File: config.mk
export PLATFORM = sky130hd
export DESIGN_NAME = ej32_mem_arb
export DESIGN_NICKNAME = d
export VERILOG_FILES = /design/src/rtl/ej32_pkg.sv /design/src/rtl/ej32_arb_chk.sv /design/src/rtl/ej32_arb_pick.sv /design/src/rtl/ej32_mem_arb.sv
export SDC_FILE = /design/constraint.sdc
export NUM_CORES = 1
export LEC_CHECK = 0
export BUFFER_PORTS_ARGS = -buffer_cell sky130_fd_sc_hd__buf_2
export CAP_MARGIN = 20
export CORE_MARGIN = 5
export CORE_UTILIZATION = 50
export DETAILED_ROUTE_END_ITERATION = 7
export PLACE_DENSITY = 0.86
export SYNTH_ARGS = -nofsm -noshare
export SYNTH_HDL_FRONTEND = slang
export SYNTH_SLANG_ARGS = --single-unit
File: constraint.sdc
create_clock -name clk -period 3.3 [get_ports clk]
set_clock_uncertainty 0.05 [all_clocks]
set_input_delay 0 -clock clk [delete_from_list [all_inputs] [get_ports clk]]
set_output_delay 0 -clock clk [all_outputs]
set_load 0.01 [all_outputs]
File: src/rtl/ej32_pkg.sv
// Shared types for the ej32 SPRAM arbiter: requester ids, arbiter states and
// the longest burst length (beats-1) a requester may ask for.
package ej32_pkg;
  typedef enum logic [1:0] {
    RQ_NONE = 2'd0,
    RQ_BOOT = 2'd1,
    RQ_LS   = 2'd2,
    RQ_IF   = 2'd3
  } arb_id_t;

  typedef enum logic {
    ARB_IDLE  = 1'b0,
    ARB_BURST = 1'b1
  } arb_st_t;

  localparam logic [1:0] ARB_MAXLEN = 2'd3;
endpackage

File: src/rtl/ej32_arb_chk.sv
// Protocol checks for ej32_mem_arb: one grant and one ack per cycle at most,
// and the beat index never exceeds the longest burst.
module ej32_arb_chk
  import ej32_pkg::*;
(
  input logic       clk,
  input logic       rst,
  input logic [2:0] gnt,
  input logic [2:0] ack,
  input logic [1:0] beat
);
  a_one_gnt: assert property (@(posedge clk) disable iff (rst) $onehot0(gnt));
  a_one_ack: assert property (@(posedge clk) disable iff (rst) $onehot0(ack));
  a_beat_rng: assert property (@(posedge clk) disable iff (rst) beat <= ARB_MAXLEN);
endmodule

File: src/rtl/ej32_arb_pick.sv
// Combinational requester select: BOOT while the loader is active, then IF once
// LS has starved it for MAXB bursts, then LS, then IF.
module ej32_arb_pick
  import ej32_pkg::*;
#(
  parameter int MAXB = 4,
  parameter int LSCW = 3
) (
  input  logic            boot_act,
  input  logic            boot_req,
  input  logic            ls_req,
  input  logic            if_req,
  input  logic [LSCW-1:0] lsc,
  output logic [1:0]      pick
);
  localparam logic [LSCW-1:0] MAXB_C = LSCW'(MAXB);

  // priority chain; boot_req is ignored unless the loader is active
  always_comb begin
    pick = RQ_NONE;
    if (boot_act && boot_req) begin
      pick = RQ_BOOT;
    end else if (if_req && (lsc == MAXB_C)) begin
      pick = RQ_IF;
    end else if (ls_req) begin
      pick = RQ_LS;
    end else if (if_req) begin
      pick = RQ_IF;
    end else begin
      pick = RQ_NONE;
    end
  end
endmodule

File: src/rtl/ej32_mem_arb.sv
// Burst arbiter for the shared 8-bit SPRAM bus. Beat 0 goes out in the grant
// cycle; read data returns a cycle later and is routed by a delayed owner tag.
module ej32_mem_arb
  import ej32_pkg::*;
#(
  parameter int ASZ  = 17,
  parameter int MAXB = 4
) (
  input  logic           clk,
  input  logic           rst,
  input  logic           boot_act,
  input  logic           boot_req,
  input  logic           boot_we,
  input  logic [ASZ-1:0] boot_a,
  input  logic [1:0]     boot_len,
  input  logic [7:0]     boot_wd,
  output logic           boot_gnt,
  output logic           boot_ack,
  input  logic           ls_req,
  input  logic           ls_we,
  input  logic [ASZ-1:0] ls_a,
  input  logic [1:0]     ls_len,
  input  logic [7:0]     ls_wd,
  output logic           ls_gnt,
  output logic           ls_ack,
  input  logic           if_req,
  input  logic           if_we,
  input  logic [ASZ-1:0] if_a,
  input  logic [1:0]     if_len,
  input  logic [7:0]     if_wd,
  output logic           if_gnt,
  output logic           if_ack,
  output logic [1:0]     beat,
  output logic [1:0]     own,
  output logic [7:0]     rd,
  output logic [ASZ-1:0] mem_a,
  output logic           mem_we,
  output logic [7:0]     mem_vi,
  input  logic [7:0]     mem_vo,
  output logic           bsy
);
  localparam int LSCW = $clog2(MAXB + 1);
  localparam logic [LSCW-1:0] MAXB_C = LSCW'(MAXB);

  arb_st_t        state_r, state_nx_s;
  arb_id_t        own_r, tag_r, pick_s, cur_own_s;
  logic [1:0]     pick_raw_s, len_r, cnt_r, sel_len_s, cur_beat_s;
  logic [ASZ-1:0] base_r, hold_r, sel_a_s, cur_a_s;
  logic [LSCW-1:0] lsc_r;
  logic           we_r, sel_we_s, cur_we_s, gnt_s, active_s;
  logic [7:0]     cur_wd_s;

  ej32_arb_pick #(.MAXB(MAXB), .LSCW(LSCW)) u_pick (
    .boot_act (boot_act),
    .boot_req (boot_req),
    .ls_req   (ls_req),
    .if_req   (if_req),
    .lsc      (lsc_r),
    .pick     (pick_raw_s)
  );

  assign pick_s = arb_id_t'(pick_raw_s);
  assign gnt_s  = !rst && (state_r == ARB_IDLE) && (pick_s != RQ_NONE);

  // burst parameters of the requester being selected
  always_comb begin
    sel_we_s  = 1'b0;
    sel_a_s   = {ASZ{1'b0}};
    sel_len_s = 2'd0;
    case (pick_s)
      RQ_BOOT: begin sel_we_s = boot_we; sel_a_s = boot_a; sel_len_s = boot_len; end
      RQ_LS:   begin sel_we_s = ls_we;   sel_a_s = ls_a;   sel_len_s = ls_len;   end
      RQ_IF:   begin sel_we_s = if_we;   sel_a_s = if_a;   sel_len_s = if_len;   end
      default: begin sel_we_s = 1'b0;    sel_a_s = {ASZ{1'b0}}; sel_len_s = 2'd0; end
    endcase
  end

  // what is on the bus this cycle: beat 0 straight from the inputs, later beats from latches
  always_comb begin
    cur_own_s  = RQ_NONE;
    cur_a_s    = hold_r;
    cur_we_s   = 1'b0;
    cur_beat_s = 2'd0;
    active_s   = 1'b0;
    if (rst) begin
      cur_a_s = {ASZ{1'b0}};
    end else if (gnt_s) begin
      cur_own_s = pick_s;
      cur_a_s   = sel_a_s;
      cur_we_s  = sel_we_s;
      active_s  = 1'b1;
    end else if (state_r == ARB_BURST) begin
      cur_own_s  = own_r;
      cur_a_s    = base_r + ASZ'(cnt_r);
      cur_we_s   = we_r;
      cur_beat_s = cnt_r;
      active_s   = 1'b1;
    end else begin
      cur_own_s = RQ_NONE;
    end
  end

  // write byte comes live from the bus owner on every beat
  always_comb begin
    cur_wd_s = 8'h00;
    case (cur_own_s)
      RQ_BOOT: cur_wd_s = boot_wd;
      RQ_LS:   cur_wd_s = ls_wd;
      RQ_IF:   cur_wd_s = if_wd;
      default: cur_wd_s = 8'h00;
    endcase
  end

  // next state: a burst of more than one beat parks in BURST until its last beat
  always_comb begin
    state_nx_s = state_r;
    case (state_r)
      ARB_IDLE: begin
        if (gnt_s && (sel_len_s != 2'd0)) state_nx_s = ARB_BURST;
        else                              state_nx_s = ARB_IDLE;
      end
      ARB_BURST: begin
        if (cnt_r == len_r) state_nx_s = ARB_IDLE;
        else                state_nx_s = ARB_BURST;
      end
      default: state_nx_s = ARB_IDLE;
    endcase
  end

  // read data and acks belong to whoever issued the address last cycle
  always_comb begin
    if (rst || (tag_r == RQ_NONE)) rd = 8'h00;
    else                           rd = mem_vo;
  end

  assign boot_gnt = gnt_s && (pick_s == RQ_BOOT);
  assign ls_gnt   = gnt_s && (pick_s == RQ_LS);
  assign if_gnt   = gnt_s && (pick_s == RQ_IF);
  assign boot_ack = !rst && (tag_r == RQ_BOOT);
  assign ls_ack   = !rst && (tag_r == RQ_LS);
  assign if_ack   = !rst && (tag_r == RQ_IF);
  assign beat     = cur_beat_s;
  assign own      = cur_own_s;
  assign mem_a    = cur_a_s;
  assign mem_we   = cur_we_s;
  assign mem_vi   = cur_we_s ? cur_wd_s : 8'h00;
  assign bsy      = !rst && ((state_r == ARB_BURST) || gnt_s);

  // state, burst latches, fairness counter and read-ack tag
  always_ff @(posedge clk) begin
    if (rst) begin
      state_r <= ARB_IDLE;
      own_r   <= RQ_NONE;
      tag_r   <= RQ_NONE;
      base_r  <= {ASZ{1'b0}};
      hold_r  <= {ASZ{1'b0}};
      len_r   <= 2'd0;
      cnt_r   <= 2'd0;
      we_r    <= 1'b0;
      lsc_r   <= {LSCW{1'b0}};
    end else begin
      state_r <= state_nx_s;
      if (gnt_s) begin
        own_r  <= pick_s;
        base_r <= sel_a_s;
        len_r  <= sel_len_s;
        we_r   <= sel_we_s;
        cnt_r  <= 2'd1;
      end else if (state_r == ARB_BURST) begin
        cnt_r <= cnt_r + 2'd1;
        if (cnt_r == len_r) own_r <= RQ_NONE;
      end
      if (active_s) hold_r <= cur_a_s;
      tag_r <= (active_s && !cur_we_s) ? cur_own_s : RQ_NONE;
      // IF is forced after MAXB LS grants that found it waiting
      if (!if_req) begin
        lsc_r <= {LSCW{1'b0}};
      end else if (gnt_s && (pick_s == RQ_IF)) begin
        lsc_r <= {LSCW{1'b0}};
      end else if (gnt_s && (pick_s == RQ_LS) && (lsc_r != MAXB_C)) begin
        lsc_r <= lsc_r + LSCW'(1'b1);
      end
    end
  end

  ej32_arb_chk u_chk (
    .clk  (clk),
    .rst  (rst),
    .gnt  ({boot_gnt, ls_gnt, if_gnt}),
    .ack  ({boot_ack, ls_ack, if_ack}),
    .beat (beat)
  );
endmodule

==> metrics.md <==
| Metric | Value |
|---|---|
| Capture point of the worst path | mem_vi[4] |
| Dominant register cell in the synthesized netlist | sky130_fd_sc_hd__dfxtp_1 |
| Final TNS setup | 0 ps |
| Wire length per cell | 16.6 µm |
| Most frequent cells in the layout | 142 x sky130_fd_sc_hd__buf_2, 47 x sky130_fd_sc_hd__dfxtp_1, 38 x sky130_fd_sc_hd__nand2_1, 37 x sky130_fd_sc_hd__a21o_1, 36 x sky130_fd_sc_hd__nor2_1 |
| Die height | 86.1 µm |
| Max Freq | 347 MHz |
| DRC viols | 0 |
| Number of buffer cells added on primary ports | 142 |
| Initial antenna violation count | 0 |
| Post-CTS setup buffer count | 0 |
| Number of nets in the synthesized netlist | 459 |
| Clock tree sinks | 47 |
| Post-CTS resize count | 0 |
| Overall die area | 7410 µm² |
| Pin count of the biggest net entering global routing | 31 |
| Number of synthesized flops with an enable pin | 0 |
| Flip-flop and latch count after synthesis | 47 |
| Relative slew margins | 0.455 |
| Maximum clock path buffer count | 2 |
| Post-layout instance area | 3750 µm² |
| Final critical-path share of the clock period | 0.874 |
| Arr. time, crit path | 2840 ps |
| Placed inst area | 3620 µm² |
| Unrepaired setup endpoints after global routing | no |
| PnR Total Power | 1.51 mW |
| Worst hold-check slack | -1.87 ps |
| Post-CTS clock slew at the launch and capture registers of the worst setup and hold paths | 90 ps |
| Post-Synthesis Cells | 356 |
| Top cells by area, synth | sky130_fd_sc_hd__dfxtp_1 32%, sky130_fd_sc_hd__a21o_1 9.6%, sky130_fd_sc_hd__a222oi_1 5.9%, sky130_fd_sc_hd__nand2_1 4.9%, sky130_fd_sc_hd__nor2_1 4.8% |
| Shortest period the worst path allows | 2890 ps |
| Worst Reg2Reg Path Length in Cells | 5 |
| Antenna diode instance count | 0 |
| Number of endpoints failing setup at the final stage | 0 |
| CTS tree | yes |
| Critical-path top delay cell | sky130_fd_sc_hd__and3_1 |
| Fin. max-slew vios | 0 |
| Leak | 1.97 nW |
| Netlist Area Pre-Place | 2900 µm² |
| Endpoint of the lowest-slack register-to-register path | lsc_r[0] |
| Violation count after the first detailed-routing iteration | 240 |
| Max IR drop VDD | 0.000269 V |
| First-pass GRT wire length | 14,800 µm |
| TritonCTS Buffers | 5 |
| Core area | 5570 µm² |
| Slew at the pin with the worst max-slew slack | 818 ps |
| Post-CTS Hold Fix Bufs | 2 |
| Endpoints failing hold | 1 |
| Vias in the first global route | 3,301 |
| Startpoint of the worst register-to-register path | state_r |
| IO Pins | 143 |
| Starting density of the core | 0.520 |
| Skew-Pair Late Insertion Delay | 310 ps |
| Critical path endpoint category | output port |
| Mean post-synth cell area | 8.14 µm² |
| Distinct cell type count of the synthesized netlist | 52 |
| Number of nets in the finished design | 589 |
| Req. time, crit path | 3250 ps |
| Pwr/cell area | 403 nW/µm² |
| Horizontal die dimension | 86.1 µm |
| Aggregate routed wire length | 9310 µm |
| Sort of element at the start of the critical path | register |
| Post-synth top area cell | sky130_fd_sc_hd__dfxtp_1 |
| GRT overflow | 0 |
| Ys async rst share | 0 |
| Hold WC Path Type | in -> reg |
| CP cell instances | inv_1 -> ha_1 -> nand3_1 -> and3_1 -> a221o_1 -> o21ai_2 -> a311oi_1 -> buf_2 |
| Number of max-capacitance violations reported | 0 |
| Weighted congestion reported at the end of routability-driven placement | 0.844 |
| Violated checks | hold timing |
| Worst R2R Setup Slack | 950 ps |
| Setup WS post-layout | 414 ps |
| Worst-path fanout max | 18 |
| Launching instance or port of the critical path | lsc_r[0] |
| Pre-CTS WS | 839 ps |
| Warnings from Yosys | 0 |
| Syn-to-layout area delta | 29.4% |
| Standard-cell rows | 27 |
| Clock Root Buffer | sky130_fd_sc_hd__clkbuf_8 |
| Detailed-routing iteration count for the pre-antenna-repair pass | 5 |
| Routed via count divided by cell count | 5.94 |
| Remaining antenna violation count after routing | 0 |
| Share of post-route cells with drive strength above 1 | 0.337 |
| Deepest level of the CTS H-tree | 2 |
| Post-synth top area share | 0.325 |
| Dpl hpwl | 7080 µm |
| Register area share after synthesis | 0.325 |
| Critical path's largest stage delay | 700 ps |
| Global-route usage over all layers | 0.246 |
| Detailed-route via count | 3,322 |
| Class of the most critical setup path | reg -> out |
| Leading cell type in the layout, fill and taps excluded | sky130_fd_sc_hd__buf_2 |
| Outcome | finished with violations |
-- cell type report --
type / instances / area, µm²
clock buffers: 5 / 68.8
well taps: 72 / 90.1
multi-input cells: 278 / 1820
clock inverters: 3 / 43.8
flip-flops and latches: 47 / 941
inverters: 5 / 18.8
repair buffers: 149 / 768
fillers: 493 / 1830
-- metal layers --
layer	vias to the layer above	global-route usage	share of wire
met5	-	0	0
met2	168	0.453	0.50
met1	1544	0.258	0.37
li1	1594	-	-
met4	0	0.0978	0.019
met3	16	0.0740	0.11
-- kinds of logic after synthesis --
| kind of cell | Yosys count | synth area share |
|---|---|---|
| simple gates | 129 | 0.218 |
| buf+inv | 31 | 0.0501 |
| xor+xnor | 15 | 0.0454 |
| fa+ha+maj | 5 | 0.0242 |
| mux | 2 | 0.00691 |
| compound gates | 127 | 0.330 |
| flops | 47 | 0.325 |
-- power by group --
part	switching [mW]	internal [mW]	leakage [nW]	total (mW)
sequential	0.0455	0.621	0.387	0.666
clock	0.204	0.226	0.0581	0.430
combinational	0.232	0.184	1.53	0.416
total	0.482	1.03	1.97	1.51
-- worst max-delay path, delay by kind of cell, from the launching register on --
kind,cells,cell delay [ps]
flip-flops,1,350
adder cells (fa/ha/maj),1,230
AND/OR/NAND/NOR,2,790
buffers and inverters,2,290
AO/OA/AOI/OAI,3,870
-- per-stage QoR --
step / hold WS [ps] / cells / util
floorplan: 38.1 / 356 / -
global placement: 213 / 549 / 0.649
detailed placement: 218 / 549 / 0.649
CTS: 2.71 / 559 / 0.673
global route: 10.5 / 559 / 0.673
finish: -1.87 / 559 / 0.673
-- cell usage after synthesis, types with 6 or more instances --
master,count
sky130_fd_sc_hd__nand2_1,38
sky130_fd_sc_hd__clkbuf_1,13
sky130_fd_sc_hd__dfxtp_1,47
sky130_fd_sc_hd__a21o_1,37
sky130_fd_sc_hd__a21oi_1,23
sky130_fd_sc_hd__xor2_1,11
sky130_fd_sc_hd__and3_1,6
sky130_fd_sc_hd__and2_1,12
sky130_fd_sc_hd__buf_2,8
sky130_fd_sc_hd__nor2_1,37
sky130_fd_sc_hd__a311oi_1,8
sky130_fd_sc_hd__o21ai_0,13
sky130_fd_sc_hd__a222oi_1,17
sky130_fd_sc_hd__nand3_1,9
-- state kept, by name, summed over array words and instances, names as in the netlist --
register	count
base_r	17
tag_r	2
we_r	1
state_r	1
len_r	2
lsc_r	3
cnt_r	2
own_r	2
hold_r	17
-- worst min-delay path by stage --
| stage | start | end | slack [ps] | cells after the start |
|---|---|---|---|---|
| floorplan | if_req | ls_gnt | 40 | 1 |
| global placement | ls_a[10] | base_r[10] | 210 | 2 |
| detailed placement | ls_a[10] | hold_r[10] | 220 | 2 |
| CTS | boot_a[1] | base_r[1] | 3 | 3 |
| global route | boot_a[1] | hold_r[1] | 10 | 3 |
| finish | boot_a[0] | base_r[0] | -2 | 3 |
Power figures use the tool's default switching activity.
